--- src/rtl/y_requant_8.sv ---
// Requantizes 18-bit signed conv results to 8-bit signed (round, shift, saturate), tags group ends, buffers in a small FIFO.
// Optional macro Y_REQUANT_RELU_EN clamps negative inputs to zero.
module y_requant_8 #(
    parameter int unsigned SHIFT = 4,
    parameter int unsigned DEPTH = 4,
    parameter int unsigned FRAME = 5
) (
    input  logic        clk,
    input  logic        reset,
    input  logic [17:0] s_data_in_y,
    input  logic        s_valid_y,
    output logic        s_ready_y,
    output logic [7:0]  m_data_out_z,
    output logic        m_valid_z,
    input  logic        m_ready_z,
    output logic        m_last_z,
    output logic        sat_seen
);

    localparam int unsigned PW = (DEPTH > 1) ? $clog2(DEPTH) : 1;
    localparam int unsigned CW = PW + 1;
    localparam int unsigned GW = (FRAME > 1) ? $clog2(FRAME) : 1;
    localparam int unsigned EW = 9;

    logic [EW-1:0] mem_q [DEPTH];
    logic [EW-1:0] mem_d [DEPTH];
    logic [PW-1:0] wr_ptr_q, wr_ptr_d;
    logic [PW-1:0] rd_ptr_q, rd_ptr_d;
    logic [CW-1:0] count_q, count_d;
    logic [GW-1:0] grp_q, grp_d;
    logic          sat_q, sat_d;
    logic          ready_q, ready_d;
    logic          valid_q, valid_d;
    logic [7:0]    data_q, data_d;
    logic          last_q, last_d;

    logic signed [18:0] t_c;
    logic signed [18:0] r_c;
    logic [7:0]         val_c;
    logic               sat_c;
    logic               push_c;
    logic               pop_c;

    // Round-half-up then floor shift, clamp to int8.
    always_comb begin
        t_c   = {s_data_in_y[17], s_data_in_y} + 19'(1 << (SHIFT - 1));
        r_c   = t_c >>> SHIFT;
        val_c = r_c[7:0];
        sat_c = 1'b0;
        if (r_c > 19'sd127) begin
            val_c = 8'h7f;
            sat_c = 1'b1;
        end else if (r_c < -19'sd128) begin
            val_c = 8'h80;
            sat_c = 1'b1;
        end
`ifdef Y_REQUANT_RELU_EN
        if (s_data_in_y[17]) begin
            val_c = 8'h00;
            sat_c = 1'b0;
        end
`endif
    end

    // FIFO bookkeeping; output registers preload the next head entry.
    always_comb begin
        push_c   = s_valid_y & ready_q;
        pop_c    = valid_q & m_ready_z;
        mem_d    = mem_q;
        wr_ptr_d = wr_ptr_q;
        rd_ptr_d = rd_ptr_q;
        grp_d    = grp_q;
        sat_d    = sat_q;
        data_d   = data_q;
        last_d   = last_q;

        if (push_c) begin
            mem_d[wr_ptr_q] = {(grp_q == GW'(FRAME - 1)), val_c};
            wr_ptr_d        = wr_ptr_q + PW'(1);
            grp_d           = (grp_q == GW'(FRAME - 1)) ? '0 : grp_q + GW'(1);
            sat_d           = sat_q | sat_c;
        end
        if (pop_c) begin
            rd_ptr_d = rd_ptr_q + PW'(1);
        end

        count_d = count_q + CW'(push_c) - CW'(pop_c);
        ready_d = (count_d < CW'(DEPTH));
        valid_d = (count_d != '0);
        if (valid_d) begin
            {last_d, data_d} = mem_d[rd_ptr_d];
        end
    end

    always_ff @(posedge clk or posedge reset) begin
        if (reset) begin
            for (int i = 0; i < int'(DEPTH); i++) begin
                mem_q[i] <= '0;
            end
            wr_ptr_q <= '0;
            rd_ptr_q <= '0;
            count_q  <= '0;
            grp_q    <= '0;
            sat_q    <= 1'b0;
            ready_q  <= 1'b0;
            valid_q  <= 1'b0;
            data_q   <= '0;
            last_q   <= 1'b0;
        end else begin
            mem_q    <= mem_d;
            wr_ptr_q <= wr_ptr_d;
            rd_ptr_q <= rd_ptr_d;
            count_q  <= count_d;
            grp_q    <= grp_d;
            sat_q    <= sat_d;
            ready_q  <= ready_d;
            valid_q  <= valid_d;
            data_q   <= data_d;
            last_q   <= last_d;
        end
    end

    assign s_ready_y    = ready_q;
    assign m_valid_z    = valid_q;
    assign m_data_out_z = data_q;
    assign m_last_z     = last_q;
    assign sat_seen     = sat_q;

endmodule

--- config.mk ---
export PLATFORM = sky130hd
export DESIGN_NAME = y_requant_8
export DESIGN_NICKNAME = d
export VERILOG_FILES = /design/src/rtl/y_requant_8.sv
export SDC_FILE = /design/constraint.sdc
export NUM_CORES = 1
export LEC_CHECK = 0
export ABC_AREA = 1
export BUFFER_PORTS_ARGS = -buffer_cell sky130_fd_sc_hd__clkbuf_2
export CAP_MARGIN = 30
export CORE_AREA = 2 2 89 91
export DETAILED_ROUTE_END_ITERATION = 8
export DIE_AREA = 0 0 91 93
export GPL_TIMING_DRIVEN = 0
export SETUP_SLACK_MARGIN = 0.2
export SYNTH_ARGS = -nofsm -noshare
export SYNTH_HDL_FRONTEND = slang
export SYNTH_SLANG_ARGS = --single-unit
--- constraint.sdc ---
create_clock -name clk -period 3.1 [get_ports clk]
set_clock_uncertainty 0.15 [all_clocks]
set_input_delay 0.93 -clock clk [delete_from_list [all_inputs] [get_ports clk]]
set_output_delay 0.93 -clock clk [all_outputs]
set_load 0.05 [all_outputs]
==> summary.md, run 1 <==
| Metric | Value |
|---|---|
| Total CTS buffers | `9` |
| Die Y | `roughly 93 um` |
| Pwr/cell area | `roughly 1000 nW/um^2` |
| Total Power | `between 4 and 5 mW` |
| # setup viols final | `0` |
| CTS sink count | `58` |
| Drc violations | `0` |
| Number of synthesized flops with an enable pin | `0` |
| FFs w/ async S/R, synth | `1.00` |
| First-pass GRT wire length | `13,400 um` |
| Flop pwr share | `0.297` |
| Multiplexer area fraction after synthesis | `0` |
| Post-Synthesis Cells | `453` |
| TritonRoute pass-1 iters | `4` |
| Post-Syn Area | `~3400 sq um` |
| Core Area | `between 7000 and 8000 sq um` |
| Drt wl/cell | `about 13 um` |
| Fraction of layout cells with a size suffix above 1 | `0.287` |
| Post-layout util | `0.557` |
| Vias in the first global route | `roughly 2,800` |
| Largest net degree at the start of global routing | `40` |
| # rows | `32` |
| Worst VDD drop | `around 0.32 mV` |
| # hold bufs at CTS | `0` |
| Status | `completed` |
| Post-Synth Simple-Gate Area | `0.383` |
| HP Start | `sat_seen` |
| Pint | `~2.4 mW` |
| I/O pin total | `34` |
| N_diodes | `0` |
| Adder-Cell Fraction of Synth Area | `0.0388` |
| Drt initial violations | `about 160` |
| Vias | `approximately 3,000` |
| Initial core utilization | `0.454` |
| Critical path startpoint category | `primary input` |
| Port-buffer cells | `30` |
| Clock transition at path regs | `approximately 0.070 ns` |
| Worst Hold Endpoint | `sat_seen` |
| R2R cell count | `14` |
| Peak Freq | `roughly 0.36 GHz` |
| RR Endpoint | `m_data_out_z[7]` |
| Overflow after GRT | `0` |
| Worst slew margin | `0.639` |
| Detail Route Antenna Nets | `0` |
| # Max-Cap Violations | `0` |
| Yosys cell types | `29` |
| Drt total wl | `approximately 8000 um` |
| Slew @ Worst Pin | `0.541 ns` |
| CP Capture Type | `register` |
| Initial antenna violation count | `0` |
| Global Route Usage Sum | `0.204` |
| CTS max path bufs | `2` |
| Fin crit share | `0.902` |
| Vias/cell | `4.88` |
| Post-Syn Nets | `~490` |
| Placed cells | `586` |
| RePlAce Congestion | `around 0.84` |
| Final Max Tran Viols | `0` |
| Dpl hpwl | `between 5000 and 6000 um` |
| Clock power share | `0.158` |
| Avg Cell Area, Syn | `7.54 sq um` |
| Worst hold path class | `register to register` |
| Most frequent cells in the layout | `nand2_1, dfrtp_1, inv_1, nand3_1, or2_2` |
| DIE AREA | `roughly 8500 sq um` |
| R2r setup slk | `0.51 ns` |
| Yosys warns | `0` |
| Complex-gate fraction of the synthesized area | `0.0370` |
| Switch Pwr | `around 1.9 mW` |
| Worst EP required | `roughly 3.2 ns` |
| Die width | `roughly 91 um` |
| Root Buffer Master | `clkbuf_8` |
| Final worst path period need | `between 2 and 3 ns` |
| Nets | `~530` |
| Seq cells post-synth | `58` |
| Commonest non-fill, non-tap cell in the layout | `nand2_1` |
| Primary FF master, synth | `dfrtp_1` |
| Final setup margin | `slightly above 0.3 ns` |
| Final Hold Fails | `0` |
| Crit Path Class | `primary input to register` |
| Syn-to-layout area delta | `22.8%` |
| Largest family of logic cells by synthesized area | `simple AND/OR/NAND/NOR gates` |
| Xor and xnor fraction of the mapped netlist area | `0.0256` |
| Skew-Pair Late Insertion Delay | `between 0.3 and 0.4 ns` |
| Switching Fraction | `0.440` |
| Critical path peak fanout | `5` |
| Dpl ws | `-0.322 ns` |
| Comb power frac | `0.544` |
| H-tree depth | `3` |
| RSZ-0062 raised after global routing | `no` |
| Sequential-to-total area share from yosys stat | `0.425` |
| Critical R2R Launch | `m_valid_z` |
| CP arrival | `between 2 and 3 ns` |
| Cell depth of the worst hold path | `1` |
| CTS tree | `built` |
| Pleak | `roughly 2.2 nW` |
| Non-Filler Instances | `roughly 610` |
==> Yosys cell counts, types with 3 or more instances <==
library cell | n | area (sq um)
a21oi_1 | 5 | 25.0
nor2_1 | 17 | 63.8
nand3_2 | 7 | 70.1
or2_2 | 32 | 200
nand2_1 | 144 | 541
inv_1 | 61 | 229
buf_2 | 4 | 20.0
nand3_1 | 59 | 295
nand2_2 | 3 | 18.8
xor2_1 | 8 | 70.1
ha_1 | 9 | 113
clkbuf_1 | 5 | 18.8
o21ai_0 | 16 | 80.1
nand4_1 | 5 | 31.3
dfrtp_1 | 58 | 1450
==> cell families after synthesis <==
group                      count (synthesis)
and+or+nand+nor                          276
DFF                                       58
AOI/OAI and AO/OA                         24
xor gates and xnor gates                  10
adders and majority gates                 10
buffers and inverters                     75
==> routing by layer <==
metal | vias to the layer above | GRT usage | share of wire
met2 | 46 | 0.333 | 0.48
met4 | 0 | 0.0758 | 0.017
met5 | - | 0 | 0
met3 | 11 | 0.0395 | 0.034
met1 | 1394 | 0.271 | 0.47
li1 | 1513 | - | -
==> state kept, by name, summed over array words and instances (netlist names) <==
signal,count
count_q,3
grp_q,3
m_data_out_z,8
mem_q,36
m_last_z,1
sat_seen,1
rd_ptr_q,2
wr_ptr_q,2
s_ready_y,1
m_valid_z,1
==> through the flow <==
stage               setup TNS (ns)  hold WS (ns)  instance area, sq um
floorplan                        0         0.304                  3480
global placement            -12.30         0.303                  3760
detailed placement           -2.93         0.304                  3780
CTS                              0         0.319                  3980
global route                     0         0.361                  4190
finish                           0         0.318                  4190
==> power groups by stage <==
stage                     Sequential (mW)  Combinational, mW  Clock (mW)
after global routing                 1.31               2.60       0.723
after floorplan                      1.48               1.39           0
after global placement               1.26               2.04           0
after detailed placement             1.27               2.08           0
final                                1.27               2.32       0.675
after CTS                            1.26               2.12       0.690
==> timing repair <==
item | in CTS | in global routing
setup buffers | 1 | 5
gates cloned | 0 | 1
setup endpoints to repair | 10 | 10
gates resized for setup | 1 | 50
pin swaps | 1 | 17
==> worst max-delay path, cell delays in order <==
cell	delay (ns)
buf_6	0.10
nand2_8	0.05
inv_6	0.03
ha_4	0.21
inv_4	0.05
ha_4	0.11
inv_2	0.03
fa_2	0.32
xor2_1	0.17
xor2_1	0.19
inv_1	0.10
nor3_4	0.23
inv_2	0.10
buf_6	0.15
a31oi_2	0.12
==> area by class of cell <==
cell class                      instances  area [sq um]
Clock inverter                          3          40.0
Timing Repair Buffer                   38           273
Fill cell                             769          3330
Inverter                               64           251
Buffer                                 11          80.1
Tap cell                              102           128
Sequential cell                        58          1450
Clock buffer                           12           145
Multi-Input combinational cell        320          1830
==> how the worst max path moves through the flow <==
stage | from | end | slack [ns] | depth (start not counted)
floorplan | m_ready_z | m_data_out_z[0] | 0.04 | 15
global placement | m_ready_z | m_data_out_z[3] | -0.33 | 16
detailed placement | m_ready_z | m_data_out_z[3] | -0.32 | 16
CTS | m_ready_z | m_data_out_z[3] | 0.22 | 16
global route | s_data_in_y[3] | m_data_out_z[1] | 0.18 | 20
finish | m_ready_z | m_data_out_z[7] | 0.30 | 15
No activity file was read; power rests on OpenSTA's default activity.
==> run 2, diff against run 1 <==
--- a/config.mk
+++ b/config.mk
@@ -8,9 +8,9 @@
 export ABC_AREA = 1
 export BUFFER_PORTS_ARGS = -buffer_cell sky130_fd_sc_hd__clkbuf_2
 export CAP_MARGIN = 30
-export CORE_AREA = 2 2 89 91
+export CORE_AREA = 2 2 91 93
 export DETAILED_ROUTE_END_ITERATION = 8
-export DIE_AREA = 0 0 91 93
+export DIE_AREA = 0 0 93 95
 export GPL_TIMING_DRIVEN = 0
 export SETUP_SLACK_MARGIN = 0.2
 export SYNTH_ARGS = -nofsm -noshare
==> run 2 against run 1 <==
  * First-iteration DRC count down 37%
  * Sequential cell count unchanged
  * Global-route usage down 0.53 points
  * Cell area up 6.9%
  * Count of clock-buffer cells in the layout is 1 lower
  * Register-to-register slack worse by 0.03 ns
  * Total power is 11% higher
  * Critical endpoint is now m_data_out_z[2]
  * Largest cell class unchanged
  * Largest power group unchanged
==> summary.md, run 2 (synthesis results as in run 1) <==
| Metric | Value |
|---|---|
| Fraction of layout cells with a size suffix above 1 | `0.319` |
| Total CTS buffers | `9` |
| Skew-Pair Late Insertion Delay | `~0.34 ns` |
| Die Y | `95 um` |
| Largest Register | `mem_q` |
| # setup viols final | `0` |
| Number of flip-flops in the largest register | `36` |
| Nets | `about 540` |
| CTS sink count | `58` |
| Drt wl/cell | `13.8 um` |
| Status | `completed` |
| Die width | `between 90 and 100 um` |
| Port-buffer cells | `30` |
| Worst path slowest cell | `fa_2` |
| Worst hold path class | `register to register` |
| Pwr/cell area | `1050 nW/um^2` |
| Initial core utilization | `0.431` |
| Largest net degree at the start of global routing | `32` |
| Overflow after GRT | `0` |
| Vias | `3,030` |
| WP buf/inv | `7` |
| Crit Path Class | `primary input to register` |
| Worst VDD drop | `approximately 0.30 mV` |
| Peak Freq | `between 0.3 and 0.4 GHz` |
| Clock transition at path regs | `around 0.070 ns` |
| Post-layout util | `0.565` |
| First-pass GRT wire length | `13,500 um` |
| Final worst path period need | `about 2.8 ns` |
| # rows | `33` |
| Drt total wl | `8610 um` |
| Flop pwr share | `0.268` |
| Global Route Usage Sum | `0.198` |
| WP depth | `16` |
| Fin crit share | `0.909` |
| Core Area | `roughly 7900 sq um` |
| Clock power share | `0.201` |
| CTS max path bufs | `2` |
| Worst slew margin | `0.529` |
| Comb power frac | `0.531` |
| Final instance area | `approximately 4500 sq um` |
| Placement Cell Area | `about 3800 sq um` |
| # Max-Cap Violations | `0` |
| CP max stage delay | `roughly 0.34 ns` |
| Critical path peak fanout | `5` |
| Final Max Tran Viols | `0` |
| Pint | `2.74 mW` |
| Cell depth of the worst hold path | `1` |
| Setup TNS | `0 ns` |
| CP Capture Type | `register` |
| Drc violations | `0` |
| Crit-path cells | `buf_6, nand2_8, inv_6, ha_4, inv_4, ha_4, inv_2, fa_2, xor2_2, xor2_1, inv_1, nor3_4, inv_2, clkbuf_16, nand2_2, nand2_1` |
| RePlAce Congestion | `around 0.81` |
| CP arrival | `around 2.9 ns` |
| Dpl hpwl | `about 5800 um` |
| RSZ-0062 raised after global routing | `yes` |
| TritonRoute pass-1 iters | `4` |
| Drt initial violations | `~100` |
| Syn-to-layout area delta | `31.2%` |
| Commonest non-fill, non-tap cell in the layout | `nand2_1` |
| CTS tree | `built` |
| Worst EP required | `~3.2 ns` |
| R2R cell count | `15` |
| Pleak | `2.29 nW` |
| I/O pin total | `34` |
| Slew @ Worst Pin | `0.705 ns` |
| Final Hold Fails | `0` |
| Critical path startpoint category | `primary input` |
| Most frequent cells in the layout | `nand2_1, dfrtp_1, inv_1` |
| Largest delay share family, worst path | `adder cells` |
| Initial antenna violation count | `0` |
| Detail Route Antenna Nets | `0` |
| N_diodes | `0` |
| Root Buffer Master | `clkbuf_8` |
| Hold WS | `~0.32 ns` |
| H-tree depth | `3` |
| Switch Pwr | `1.98 mW` |
| Vias/cell | `~4.9` |
| R2r setup slk | `between 0.4 and 0.5 ns` |
| Vias in the first global route | `between 2,000 and 3,000` |
| Switching Fraction | `0.420` |
| DIE AREA | `roughly 9000 sq um` |
| # fillers | `758` |
==> run 2: power groups by stage <==
stage	clock network, mW	logic, mW	registers [mW]
floorplan	0	1.39	1.48
global placement	0	2.06	1.26
detailed placement	0	2.08	1.27
CTS	0.961	2.13	1.26
global route	0.997	2.76	1.31
finish	0.948	2.51	1.27
==> run 2: final cells by class <==
| cell class | instances | area [sq um] | area share |
|---|---|---|---|
| multi-input combinational | 320 | 1910 | 0.426 |
| clock buffer | 11 | 141 | 0.0315 |
| tap | 105 | 131 | 0.0293 |
| inverter | 64 | 251 | 0.0561 |
| timing repair buffer | 48 | 383 | 0.0854 |
| sequential | 58 | 1450 | 0.324 |
| buffer | 11 | 87.6 | 0.0195 |
| clock inverter | 5 | 125 | 0.0279 |
==> run 2: final timing paths <==
| kind | to | from |
|---|---|---|
| min in group asynchronous | m_data_out_z[5] | reset |
| hold reg to reg | sat_seen | sat_seen |
| hold / removal | sat_seen | sat_seen |
| setup reg to reg | m_data_out_z[2] | m_valid_z |
| setup / recovery | m_data_out_z[2] | m_ready_z |
| max in group asynchronous | mem_q[31] | reset |
==> run 2: metal layers <==
layer / global-route usage / routed length [um] / share of wire / vias to the layer above
met5: 0 / 0 / 0 / -
met4: 0.0625 / 144 / 0.017 / 0
met3: 0.0407 / 374 / 0.043 / 12
met2: 0.330 / 4130 / 0.48 / 72
met1: 0.261 / 3960 / 0.46 / 1418
li1: - / - / - / 1528
==> run 2: repair_timing <==
item | CTS | global route
resized for setup | 1 | 61
gates cloned | 0 | 3
setup endpoints to repair | 10 | 9
pin swaps | 1 | 33
hold buffers | 0 | 0
setup buffers | 1 | 13
hold endpoints to repair | 0 | 0
==> run 2: stage by stage <==
stage,power [mW],cells,worst slack [ns]
final,4.72,622,0.282
after global placement,3.32,588,-0.306
after CTS,4.35,606,0.218
after global routing,5.06,622,0.157
after detailed placement,3.36,589,-0.308
after floorplan,2.87,453,0.0399
==> run 3, diff against run 2 <==
--- a/config.mk
+++ b/config.mk
@@ -8,9 +8,9 @@
 export ABC_AREA = 1
 export BUFFER_PORTS_ARGS = -buffer_cell sky130_fd_sc_hd__clkbuf_2
 export CAP_MARGIN = 30
-export CORE_AREA = 2 2 91 93
+export CORE_AREA = 2 2 69 121
 export DETAILED_ROUTE_END_ITERATION = 8
-export DIE_AREA = 0 0 93 95
+export DIE_AREA = 0 0 71 123
 export GPL_TIMING_DRIVEN = 0
 export SETUP_SLACK_MARGIN = 0.2
 export SYNTH_ARGS = -nofsm -noshare
==> run 3 against run 2 <==
  * Utilization fell by 1.6 points
  * Wire length fell by 6.5%
  * Worst hold slack improved by 0.0050 ns
  * Sequential power barely moved
  * Maximum frequency fell by 1.3%
  * Via count fell by 2.4%
  * Final cell count fell by 3.4%
  * Count of clock-buffer cells in the layout rose by 1
  * Critical path depth fell by 1
  * Clock power fell by 5.7%
  * Largest cell class unchanged
  * Highest routed layer unchanged
==> summary.md, run 3 (synthesis results as in run 1) <==
| Metric | Value |
|---|---|
| H-tree depth | `3` |
| Vias in the first global route | `around 2,800` |
| CP Capture Type | `register` |
| Root Buffer Master | `clkbuf_16` |
| Drc violations | `0` |
| Vias | `~3,000` |
| Die Y | `123 um` |
| Setup TNS | `0 ns` |
| Worst hold path class | `register to register` |
| N_diodes | `0` |
| TritonRoute pass-1 iters | `4` |
| Cell depth of the worst hold path | `2` |
| Nets | `539` |
| Drt wl/cell | `approximately 13 um` |
| Die width | `between 70 and 80 um` |
| Pleak | `roughly 2.2 nW` |
| Total CTS buffers | `9` |
| Worst slew margin | `0.580` |
| Final worst path period need | `2.85 ns` |
| Pwr/cell area | `roughly 1000 nW/um^2` |
| I/O pin total | `34` |
| Clock transition at path regs | `roughly 0.050 ns` |
| Drt initial violations | `roughly 150` |
| # setup viols final | `0` |
| Core Area | `a little under 8000 sq um` |
| Peak Freq | `~0.35 GHz` |
| Post-layout util | `0.550` |
| Vias/cell | `a little under 5` |
| Placed cells | `around 570` |
| Final setup margin | `approximately 0.25 ns` |
| DIE AREA | `8730 sq um` |
| Worst EP required | `3.19 ns` |
| CTS max path bufs | `2` |
| First-pass GRT wire length | `about 13,000 um` |
| Critical path peak fanout | `5` |
| RePlAce Congestion | `between 0.7 and 0.8` |
| Initial core utilization | `0.438` |
| Final Max Tran Viols | `0` |
| Status | `completed` |
| Largest Register | `mem_q` |
| Fin crit share | `0.921` |
| # Max-Cap Violations | `0` |
| R2R cell count | `14` |
| Detail Route Antenna Nets | `0` |
| Syn-to-layout area delta | `25.6%` |
| Commonest non-fill, non-tap cell in the layout | `nand2_1` |
| Final Hold Fails | `0` |
| CP arrival | `approximately 3 ns` |
| Overflow after GRT | `0` |
| Crit-path cells | `buf_6, nand2_8, inv_6, ha_4, inv_4, ha_4, inv_2, fa_2, xor2_2, xor2_1, inv_1, nor3_4, inv_2, buf_6, a31oi_1` |
| Worst VDD drop | `between 0.4 and 0.5 mV` |
| Number of flip-flops in the largest register | `36` |
| Slew @ Worst Pin | `around 0.63 ns` |
| # rows | `43` |
| Non-Filler Instances | `around 600` |
| Drt total wl | `between 8000 and 9000 um` |
| Fraction of layout cells with a size suffix above 1 | `0.288` |
| RSZ-0062 raised after global routing | `yes` |
| Initial antenna violation count | `0` |
| CTS tree | `built` |
| Skew-Pair Late Insertion Delay | `between 0.3 and 0.4 ns` |
| Port-buffer cells | `30` |
| Global Route Usage Sum | `0.190` |
| CP max stage delay | `between 0.3 and 0.4 ns` |
| Dpl hpwl | `just under 6000 um` |
| Critical path startpoint category | `primary input` |
| Worst path slowest cell | `fa_2` |
| Most frequent cells in the layout | `nand2_1, dfrtp_1, inv_1` |
| Crit Path Class | `primary input to register` |
| CTS sink count | `just under 60` |
| Dpl ws | `-0.382 ns` |
| Largest net degree at the start of global routing | `31` |
## run 3: cell types whose count changed in the layout (fill, tap and decap cells not counted), moves of 3 or more
cell       change
bufinv_16      -4
clkbuf_16      +7
clkbuf_8       -8
nand3_1        +8
nand3_2        -5
nand3_4        -3
## run 3: final cells by class
cell class                 count  area, sq um
fill                         735         3510
sequential                    58         1450
buffer                        11         80.1
clock buffer                  12          256
timing repair buffer          43          313
clock inverter                 3         15.0
inverter                      64          251
tap                           90          113
multi-input combinational    320         1810
## run 3: path summary, 6_finish.rpt
path	slack (ns)	from	endpoint
max	0.25	m_ready_z	m_data_out_z[7]
min	0.32	m_data_out_z[3]	m_data_out_z[3]
max reg2reg	0.49	m_valid_z	m_data_out_z[7]
min reg2reg	0.32	m_data_out_z[3]	m_data_out_z[3]
max in group asynchronous	1.69	reset	m_data_out_z[0]
min in group asynchronous	0.52	reset	grp_q[0]
## run 3: routing by layer
layer | share of wire | vias up | track usage
li1 | - | 1522 | -
met1 | 0.39 | 1372 | 0.207
met2 | 0.56 | 56 | 0.350
met3 | 0.031 | 7 | 0.0277
met4 | 0.017 | 0 | 0.0991
met5 | 0 | - | 0
## run 3: repair_timing
action	CTS	global route
gates resized for setup	1	44
cloned	0	3
pin swaps	1	17
buffers inserted	1	8
hold buffers	0	0
endpoints found under the setup margin	10	11
## run 3: metrics by stage
stage	hold WS (ns)	total power, mW	instance area (sq um)
after global placement	0.302	3.27	3740
final	0.322	4.45	4290
after detailed placement	0.316	3.34	3760
after CTS	0.329	4.28	4050
after global routing	0.344	4.83	4290
after floorplan	0.304	2.87	3480
## run 3: where the power goes
group	internal (mW)	switching (mW)	leakage [nW]
clock	0.574	0.320	0.138
sequential	1.13	0.135	0.660
combinational	0.883	1.41	1.43
total	2.59	1.86	2.23
## run 3: worst max-delay path, delay by kind of cell
family | cells | cell delay, ns
buffers and inverters | 7 | 0.55
and+or+nand+nor | 2 | 0.28
adders and majority gates | 3 | 0.66
AOI/OAI and AO/OA | 1 | 0.15
xor gates and xnor gates | 2 | 0.36
